File: src/rtl/ksa_pkg.sv
`default_nettype none
// =============================================================================
// Module : ksa_pkg
// Shared types and helpers for the pipelined Kogge-Stone adder.
// Rev    : 1.0
// =============================================================================
package ksa_pkg;

  typedef struct packed {
    logic p;
    logic g;
  } pg_t;

  function automatic int clog2(input int n);
    int r;
    r = 0;
    while ((1 << r) < n) r = r + 1;
    return r;
  endfunction

  function automatic int levels(input int width);
    return (width < 2) ? 1 : clog2(width);
  endfunction

  function automatic pg_t pg_combine(input pg_t hi, input pg_t lo);
    return pg_t'{hi.p & lo.p, hi.g | (hi.p & lo.g)};
  endfunction

endpackage
`default_nettype wire

File: src/rtl/ksa_pipe_reg.sv
`default_nettype none
// =============================================================================
// Module : ksa_pipe_reg
// WIDTH-wide pg_t register slice plus XW side bits with stall-propagating valid/ready.
// Rev    : 1.0
// =============================================================================
module ksa_pipe_reg
  import ksa_pkg::*;
#(
  parameter int WIDTH    = 16,
  parameter int XW       = 1,
  parameter bit DATA_RST = 1'b0
) (
  input  logic             clk,
  input  logic             rst,
  input  logic             valid_i,
  output logic             ready_o,
  input  pg_t  [WIDTH-1:0] pg_i,
  input  logic [XW-1:0]    x_i,
  output logic             valid_o,
  input  logic             ready_i,
  output pg_t  [WIDTH-1:0] pg_o,
  output logic [XW-1:0]    x_o
);

  logic             valid_q;
  pg_t  [WIDTH-1:0] pg_q;
  logic [XW-1:0]    x_q;
  logic             load;

  assign ready_o = !valid_q || ready_i;
  assign load    = valid_i && ready_o;

  always_ff @(posedge clk or posedge rst) begin
    if (rst) begin
      valid_q <= 1'b0;
    end else if (ready_o) begin
      valid_q <= valid_i;
    end
  end

  // Only the output slice needs a defined data value out of reset.
  if (DATA_RST) begin : g_data_rst
    always_ff @(posedge clk or posedge rst) begin
      if (rst) begin
        pg_q <= '0;
        x_q  <= '0;
      end else if (load) begin
        pg_q <= pg_i;
        x_q  <= x_i;
      end
    end
  end else begin : g_data_norst
    always_ff @(posedge clk) begin
      if (load) begin
        pg_q <= pg_i;
        x_q  <= x_i;
      end
    end
  end

  assign valid_o = valid_q;
  assign pg_o    = pg_q;
  assign x_o     = x_q;

endmodule
`default_nettype wire

File: src/rtl/pipelined_ks_adder.sv
`default_nettype none
// =============================================================================
// Module : pipelined_ks_adder
// Parametrised pipelined Kogge-Stone adder with valid/ready; KSA_OVF_EN adds ovf.
// Rev    : 1.0
// =============================================================================
module pipelined_ks_adder
  import ksa_pkg::*;
#(
  parameter int          WIDTH      = 16,
  parameter logic [31:0] STAGE_MASK = 32'b0101,
  parameter bit          IN_REG     = 1'b1
) (
  input  logic             clk,
  input  logic             rst,
  input  logic             in_valid,
  output logic             in_ready,
  input  logic [WIDTH-1:0] a,
  input  logic [WIDTH-1:0] b,
  input  logic             cin,
  output logic             out_valid,
  input  logic             out_ready,
  output logic [WIDTH-1:0] sum,
  output logic             cout,
  output logic             ovf
);

  localparam int L  = levels(WIDTH);
  localparam int XW = WIDTH + 1;  // original propagate vector plus cin
`ifdef KSA_OVF_EN
  localparam int OXW = 2;
`else
  localparam int OXW = 1;
`endif

  pg_t  [WIDTH-1:0] lvl_pg [0:L];
  logic [XW-1:0]    lvl_x  [0:L];
  logic             lvl_v  [0:L];
  logic             lvl_r  [0:L];

  // Input slice reuses pg_t fields as raw operand bits: .p = a_i, .g = b_i.
  pg_t  [WIDTH-1:0] ab_d;
  pg_t  [WIDTH-1:0] ab_q;
  logic             cin_q;
  logic             in_v;
  logic             in_r;

  always_comb begin
    for (int i = 0; i < WIDTH; i++) ab_d[i] = pg_t'{a[i], b[i]};
  end

  if (IN_REG) begin : g_in_reg
    ksa_pipe_reg #(.WIDTH(WIDTH), .XW(1), .DATA_RST(1'b0)) u_in_reg (
      .clk(clk), .rst(rst),
      .valid_i(in_valid), .ready_o(in_ready), .pg_i(ab_d), .x_i(cin),
      .valid_o(in_v), .ready_i(in_r), .pg_o(ab_q), .x_o(cin_q)
    );
  end else begin : g_in_comb
    assign ab_q     = ab_d;
    assign cin_q    = cin;
    assign in_v     = in_valid;
    assign in_ready = in_r;
  end

  pg_t  [WIDTH-1:0] pg0;
  logic [WIDTH-1:0] p0;

  // cin is folded into bit 0 so every span reaching bit 0 resolves to a true carry.
  always_comb begin
    for (int i = 0; i < WIDTH; i++) begin
      p0[i]  = ab_q[i].p ^ ab_q[i].g;
      pg0[i] = pg_t'{p0[i], ab_q[i].p & ab_q[i].g};
    end
    pg0[0] = pg_t'{1'b0, pg0[0].g | (p0[0] & cin_q)};
  end

  assign lvl_pg[0] = pg0;
  assign lvl_x[0]  = {cin_q, p0};
  assign lvl_v[0]  = in_v;
  assign in_r      = lvl_r[0];

  for (genvar k = 1; k <= L; k++) begin : g_lvl
    localparam int D = 1 << (k - 1);
    pg_t [WIDTH-1:0] nxt;

    always_comb begin
      for (int i = 0; i < WIDTH; i++) begin
        int j;
        j = (i >= D) ? i - D : 0;
        nxt[i] = (i >= D) ? pg_combine(lvl_pg[k-1][i], lvl_pg[k-1][j]) : lvl_pg[k-1][i];
      end
    end

    if (STAGE_MASK[k-1]) begin : g_reg
      ksa_pipe_reg #(.WIDTH(WIDTH), .XW(XW), .DATA_RST(1'b0)) u_stage (
        .clk(clk), .rst(rst),
        .valid_i(lvl_v[k-1]), .ready_o(lvl_r[k-1]), .pg_i(nxt), .x_i(lvl_x[k-1]),
        .valid_o(lvl_v[k]), .ready_i(lvl_r[k]), .pg_o(lvl_pg[k]), .x_o(lvl_x[k])
      );
    end else begin : g_wire
      assign lvl_pg[k]  = nxt;
      assign lvl_x[k]   = lvl_x[k-1];
      assign lvl_v[k]   = lvl_v[k-1];
      assign lvl_r[k-1] = lvl_r[k];
    end
  end

  logic [WIDTH-1:0] c;
  logic [WIDTH-1:0] sum_d;
  pg_t  [WIDTH-1:0] out_d;
  pg_t  [WIDTH-1:0] out_q;
  logic [OXW-1:0]   oflag_d;
  logic [OXW-1:0]   oflag_q;

  always_comb begin
    for (int i = 0; i < WIDTH; i++) c[i] = lvl_pg[L][i].g;
    sum_d = lvl_x[L][WIDTH-1:0] ^ {c[WIDTH-2:0], lvl_x[L][WIDTH]};
    for (int i = 0; i < WIDTH; i++) out_d[i] = pg_t'{sum_d[i], 1'b0};
  end

`ifdef KSA_OVF_EN
  assign oflag_d = {c[WIDTH-1] ^ c[WIDTH-2], c[WIDTH-1]};
  assign ovf     = oflag_q[1];
`else
  assign oflag_d = c[WIDTH-1];
  assign ovf     = 1'b0;
`endif

  ksa_pipe_reg #(.WIDTH(WIDTH), .XW(OXW), .DATA_RST(1'b1)) u_out_reg (
    .clk(clk), .rst(rst),
    .valid_i(lvl_v[L]), .ready_o(lvl_r[L]), .pg_i(out_d), .x_i(oflag_d),
    .valid_o(out_valid), .ready_i(out_ready), .pg_o(out_q), .x_o(oflag_q)
  );

  always_comb begin
    for (int i = 0; i < WIDTH; i++) sum[i] = out_q[i].p;
  end
  assign cout = oflag_q[0];

  logic unused_bits;
  assign unused_bits = ^{lvl_pg[L], out_q};

endmodule
`default_nettype wire

File: config.mk
export PLATFORM = sky130hd
export DESIGN_NAME = pipelined_ks_adder
export DESIGN_NICKNAME = d
export VERILOG_FILES = /design/src/rtl/ksa_pkg.sv /design/src/rtl/ksa_pipe_reg.sv /design/src/rtl/pipelined_ks_adder.sv
export SDC_FILE = /design/constraint.sdc
export NUM_CORES = 1
export LEC_CHECK = 0
export ABC_CLOCK_PERIOD_IN_PS = 4000
export BUFFER_PORTS_ARGS = -buffer_cell sky130_fd_sc_hd__clkbuf_2
export CAP_MARGIN = 20
export CORE_UTILIZATION = 45
export CTS_CLUSTER_SIZE = 40
export DETAILED_ROUTE_END_ITERATION = 10
export SETUP_SLACK_MARGIN = 0.15
export SLEW_MARGIN = 20
export SYNTH_ARGS = -nofsm -noshare
export SYNTH_HDL_FRONTEND = slang
export SYNTH_SLANG_ARGS = --single-unit
File: constraint.sdc
create_clock -name clk -period 4 [get_ports clk]
set_clock_uncertainty 0.2 [all_clocks]
set_input_delay 0.8 -clock clk [delete_from_list [all_inputs] [get_ports clk]]
set_output_delay 0.8 -clock clk [all_outputs]
set_load 0.02 [all_outputs]
======== Word-level counts from Yosys, hierarchy flattened ========
Index checks and enable logic that the tools add are counted.
storage, ports and cells
  input port bits ......................... 37
  flip-flop bits (word level) ............. 142
  logic and storage cells ................. 289
cells by class
  bitwise operators ....................... 167
  reduce and logical (&&, ||, !) cells .... 12
operator list
  operator           count
  $and 1x1->1        100
  $or 1x1->1         50
  $xor 1x1->1        16
  $xor 16x16->16     1
  $logic_and 1x1->1  4
  $logic_not 1->1    4
  $logic_or 1x1->1   4

======== Logic depth before layout (Yosys ltp) ========
  word-level depth ........................ 6
  depth in mapped cells ................... 4
  depth with buffers taken out ............ 3

======== Cells and area by module ========
From an unflattened synthesis, not the netlist that was laid out.
unflattened totals
  cell total of the unflattened synthesis .. 348
  area, all modules ....................... 6404.9 um^2
by module, submodules not included
  module                                      sequential area each (um^2)  cells an instance  instances  area each (um^2)
  ksa_pipe_reg at g_lvl[1].g_reg.u_stage ...  1496.4                       54                 2          1529.0
  ksa_pipe_reg at u_out_reg                   850.8                        74                 1          1431.4
  ksa_pipe_reg at g_in_reg.u_in_reg           1016.0                       38                 1          1048.5
  pipelined_ks_adder                          0.0                          128                1          867.1

======== Worst setup path before layout ========
Ideal clock, no wire load.
  path type ............................... input port to flip-flop
  start point ............................. input out_ready
  end point ............................... register g_lvl[1].g_reg.u_stage.pg_q, in the netlist g_lvl[1].g_reg.u_stage.pg_o[0] (enable)
  slack ................................... 1.187 ns
  setup time .............................. 0.409 ns
  buffers on the path ..................... 0
  stages .................................. 3
  arrival time ............................ 2.204 ns
  cell sequence ........................... and3b_2 -> nand2_1 -> and2_1
on the way
  longest elaborated chain between the ends .. 4
RTL lines
  item                             RTL line                  RTL
  start: declaration               pipelined_ks_adder.sv:22  input logic out_ready,
  $logic_or 1x1->1 (3 in a row)    ksa_pipe_reg.sv:31        assign ready_o = !valid_q || ready_i;
  $logic_and 1x1->1                ksa_pipe_reg.sv:32        assign load = valid_i && ready_o;
  net g_lvl[1].g_reg.u_stage.load  ksa_pipe_reg.sv:29        logic load;
  end signal: assignment           ksa_pipe_reg.sv:56        pg_q <= pg_i;
  end: declaration                 ksa_pipe_reg.sv:27        pg_t [WIDTH-1:0] pg_q;
The timed path passes the listed nets, and every way through them passes these cells.
A chain may end at the register's enable or synchronous reset.

======== Final worst setup path ========
  start point ............................. input out_ready
  end point ............................... output in_ready
on the way
  longest elaborated chain between the ends .. 4
RTL lines
  item                           RTL line                  RTL
  $logic_or 1x1->1 (4 in a row)  ksa_pipe_reg.sv:31
  end: declaration               pipelined_ks_adder.sv:17  output logic in_ready,
No other way between the ends.

==> results.md <==
Power:
- The total power divided by cell area is 610 nW/um^2.
- The power consumption is 3810 uW.
- The leakage power is 0.00250 uW.
- The maximum VDD drop is 0.307 mV.

Setup path:
- The buffers plus inverters on the worst setup path is 2.
- For the worst setup path, the data arrival time is 1.43 ns.
- The critical register-to-register path startpoint is g_lvl[3].g_reg.u_stage.valid_o$_DFFE_PP0P_.
- The endpoint of the worst-slack reg-to-reg timing path is g_lvl[1].g_reg.u_stage.x_o[0]$_DFFE_PP_.
- STA puts the critical path data required time at 3.00 ns.
- STA classifies the critical path startpoint as an input pin.
- Measured in cells, the most critical reg-to-reg path has a length of 3.
- Traced cell by cell, the critical path runs through clkbuf_2, and3b_2, nand3_1, clkbuf_2.
- The largest individual stage delay along the critical path comes from the cell sky130_fd_sc_hd__and3b_2.
- The critical path is of the input pin to output port type.
- Of all nets on the critical path, the largest fanout is 3.
- The type of element capturing the critical path is an output port.
- The cell that appears most often on the critical path is sky130_fd_sc_hd__clkbuf_2.
- On the worst path, the slowest cell contributes a delay of 0.24 ns.
- The register-to-register setup slack is 2.09 ns.
- The cell family with the largest share of critical-path delay is simple AND/OR/NAND/NOR gates.

STA:
- The worst max-slew margin expressed relative to the limit is 44.8%.
- The aggregate negative setup slack is 0 ns.
- The final hold violation count is 0.
- In the post-route analysis, the smallest setup slack over all paths is 1.57 ns.
- Setup violations remaining at the end of the flow were counted as 0.
- The actual slew at the worst max-slew pin is 0.827 ns.
- The clock period could shrink to 2.43 ns.
- After layout, the worst path uses 60.8% of the clock period.
- The count of final max-slew check failures is 0.
- The maximum clock frequency is 411 MHz.
- Setup repair after global routing left no endpoint under its margin.

Yosys:
- Counting every instance in the synthesized netlist gives 297.
- Counting distinct cell types in the post-synthesis netlist gives 25.
- The area of the mapped netlist is 5320 um^2.
- The total of flip-flops plus latches after synthesis is 142.
- When the netlist entered floorplanning its net count stood at 350.
- Ranked by total cell area, the synthesized netlist is headed by sky130_fd_sc_hd__edfxtp_1 (68%), sky130_fd_sc_hd__dfrtp_1 (9.9%), sky130_fd_sc_hd__ha_1 (3.8%).
- Sorting the synthesized cells by how often they occur yields sky130_fd_sc_hd__edfxtp_1 (121), sky130_fd_sc_hd__a21oi_1 (21), sky130_fd_sc_hd__dfrtp_1 (21).
- The synthesized design spends more area on one cell type than any other, namely sky130_fd_sc_hd__edfxtp_1.
- The share of synthesized area in the top cell type comes to 68.2%.
- After synthesis, flip-flops and latches occupy 78.1% of the total area.
- The number of flops mapped to enable cells by yosys is 121.
- The Yosys step of the flow raised 0 warnings.
- For this run, asynchronously set or reset flops after synthesis account for 14.8%.
- The mean cell area of the mapped netlist is 17.9 um^2.
- The most instantiated flip-flop cell in the synthesis netlist is sky130_fd_sc_hd__edfxtp_1.
- The most common cell in the synthesized netlist is sky130_fd_sc_hd__edfxtp_1.

GRT:
- Global routing finished with a remaining overflow of 0.
- Across every metal layer, demand over resource in global routing totals 14.2%.
- The largest net degree at the start of global routing is 48.
- The initial antenna violation count was 0.
- The number of global-route vias before repair is 2537.
- The global-route wire length before repair is 12700 um.

Place:
- The congestion estimate from routability-driven global placement came to 0.787.
- The worst setup slack after placement is 1.31 ns.
- Summed over all nets, the half-perimeter wirelength after detailed placement is 5330 um.
- The number of buffers added on ports is 55.
- The area of placed instances is 5780 um^2.

Cells and area:
- The number of antenna repair diodes is 0.
- With fillers left out, the area of the finished cells amounts to 6240 um^2.
- Relative to the synthesized area, the layout overhead comes to 17.3%.
- The net count of the finished layout is 424.
- The ratio of cells with drive above 1 in the final layout is 25.0%.
- Cells fill 54.5% of the core in the end.

Clocking:
- The post-CTS setup buffer count is 0.
- The tree is rooted in a sky130_fd_sc_hd__clkbuf_16.
- Counting along the longest clock path gives a buffer depth of 2.
- The number of gates resized after CTS was 0.
- The tree built by TritonCTS fans out to 142 sinks.
- The clock transition time at the flip-flop clock pins of the worst setup and hold paths is 0.05 ns.
- The CTS tree is built.
- The level count of the clock H-tree is 4.
- The clock insertion delay at the later pin of the skew report is 0.42 ns.
- Buffers inserted to repair hold after CTS numbered 0.
- The clock buffer count from CTS is 17.

Floorplanning:
- In this run the count of I/O pins placed on the die edge is 57.
- From left edge to right edge, the die measures 111 um.
- The chip height is 111 um.
- The core box area is 11500 um^2.
- For this configuration, the core starts out at a cell density of 46.4%.
- The number of rows in the core area is 39.
- The floorplan step defined a die boundary enclosing 12300 um^2.

Detailed routing:
- For this run, design rule violations remaining after detail routing come to 0.
- In this run the remaining antenna-violating nets after routing total 0.
- The via count of the routed design is 2534.
- The pre-antenna-repair detailed-routing pass consisted of 4 iterations.
- The per-cell routed wire length is 14.8 um.
- After detailed routing, the number of vias per cell comes to 4.85.
- The wire length reported by the detailed router is 7730 um.
- The number of DRC markers after the initial detailed-route iteration is 157.

Hold path:
- The startpoint of the tightest hold check path is g_lvl[1].g_reg.u_stage.x_o[14]$_DFFE_PP_.
- The kind of path behind the tightest hold check is flop to flop.
- The sink of the worst hold path is g_lvl[3].g_reg.u_stage.x_o[14]$_DFFE_PP_.
- The depth of the worst hold-timing path is 0.

Outcome:
- The run finished with clean final reports.

Run:
- The number of max-cap violations is 0.
cell usage in the layout, fill, tap and decap left out, drive strengths merged:
cell type	Yosys	layout
ha	16	16
a31oi	1	1
and3b	1	1
clkinv	0	6
nor2	8	8
conb	1	1
or2b	1	1
a21oi	21	21
nand2	18	18
buf	2	2
and2	17	17
dfrtp	21	21
mux2	16	16
xnor2	7	7
clkbuf	0	77
nand2b	4	4
nand3b	1	1
nand3	5	5
o21ai	8	8
xor2	9	9
a21o	18	18
inv	1	1
edfxtp	121	121
metal layers:
| metal | vias to the layer above | GRT usage [%] | share of wire [%] | wire length [um] |
|---|---|---|---|---|
| met4 | 0 | 7.73 | 2.4 | 185 |
| met2 | 63 | 20.4 | 45 | 3500 |
| li1 | 1263 | - | - | - |
| met5 | - | 0 | 0 | 0 |
| met1 | 1191 | 18.7 | 48 | 3690 |
| met3 | 17 | 5.30 | 4.7 | 360 |
logic make-up after synthesis:
family                   after synthesis  synth area share [%]
AO/OA/AOI/OAI                         48                  5.38
AND/OR/NAND/NOR                       55                  5.52
adder cells (fa/ha/maj)               16                  3.76
multiplexers                          16                  4.09
XOR/XNOR                              16                  2.63
flip-flops                           142                  78.1
buffers and inverters                  3                 0.423
other                                  1                0.0704
per-stage QoR:
| stage | cells | hold WS (ns) |
|---|---|---|
| 6_report | 523 | 0.216 |
| 5_1_grt | 523 | 0.219 |
| 4_1_cts | 523 | 0.216 |
| 3_5_place_dp | 495 | 0.205 |
| 3_3_place_gp | 495 | 0.202 |
| 2_1_floorplan | 297 | 0.200 |
registers in the layout (all words and copies together) (netlist names):
signal	flops
g_in_reg.u_in_reg.x_o	1
g_in_reg.u_in_reg.valid_o	1
g_lvl.g_reg.u_stage.x_o	34
g_lvl.g_reg.u_stage.pg_o	54
g_lvl.g_reg.u_stage.valid_o	2
u_out_reg.pg_o	16
u_out_reg.x_o	1
g_in_reg.u_in_reg.pg_o	32
u_out_reg.valid_o	1
area by class of cell:
type,instances,area (um^2)
clock buffers,22,444
inverters,1,3.75
fillers,898,5220
repair buffers,57,290
multi-input cells,152,1140
flip-flops and latches,142,4160
clock inverters,6,23.8
well taps,143,179
where the power goes:
part,leakage [uW],switching (uW),total (uW),internal [uW]
combinational,0.000848,295,527,232
sequential,0.00142,115,2000,1890
clock,0.000227,518,1280,763
worst max-delay path by stage:
stage | cells past startpoint | from | slack (ns) | end
after floorplan | 3 | out_ready | 1.19 | g_lvl[1].g_reg.u_stage.pg_o[0]$_DFFE_PP_
after global placement | 4 | out_ready | 1.36 | g_lvl[1].g_reg.u_stage.x_o[16]$_DFFE_PP_
after detailed placement | 4 | out_ready | 1.31 | g_lvl[1].g_reg.u_stage.x_o[1]$_DFFE_PP_
after CTS | 3 | g_lvl[3].g_reg.u_stage.valid_o$_DFFE_PP0P_ | 1.56 | in_ready
after global routing | 3 | g_lvl[3].g_reg.u_stage.valid_o$_DFFE_PP0P_ | 1.52 | in_ready
final | 4 | out_ready | 1.57 | in_ready
Note: power is estimated with default switching activity, not from simulation.
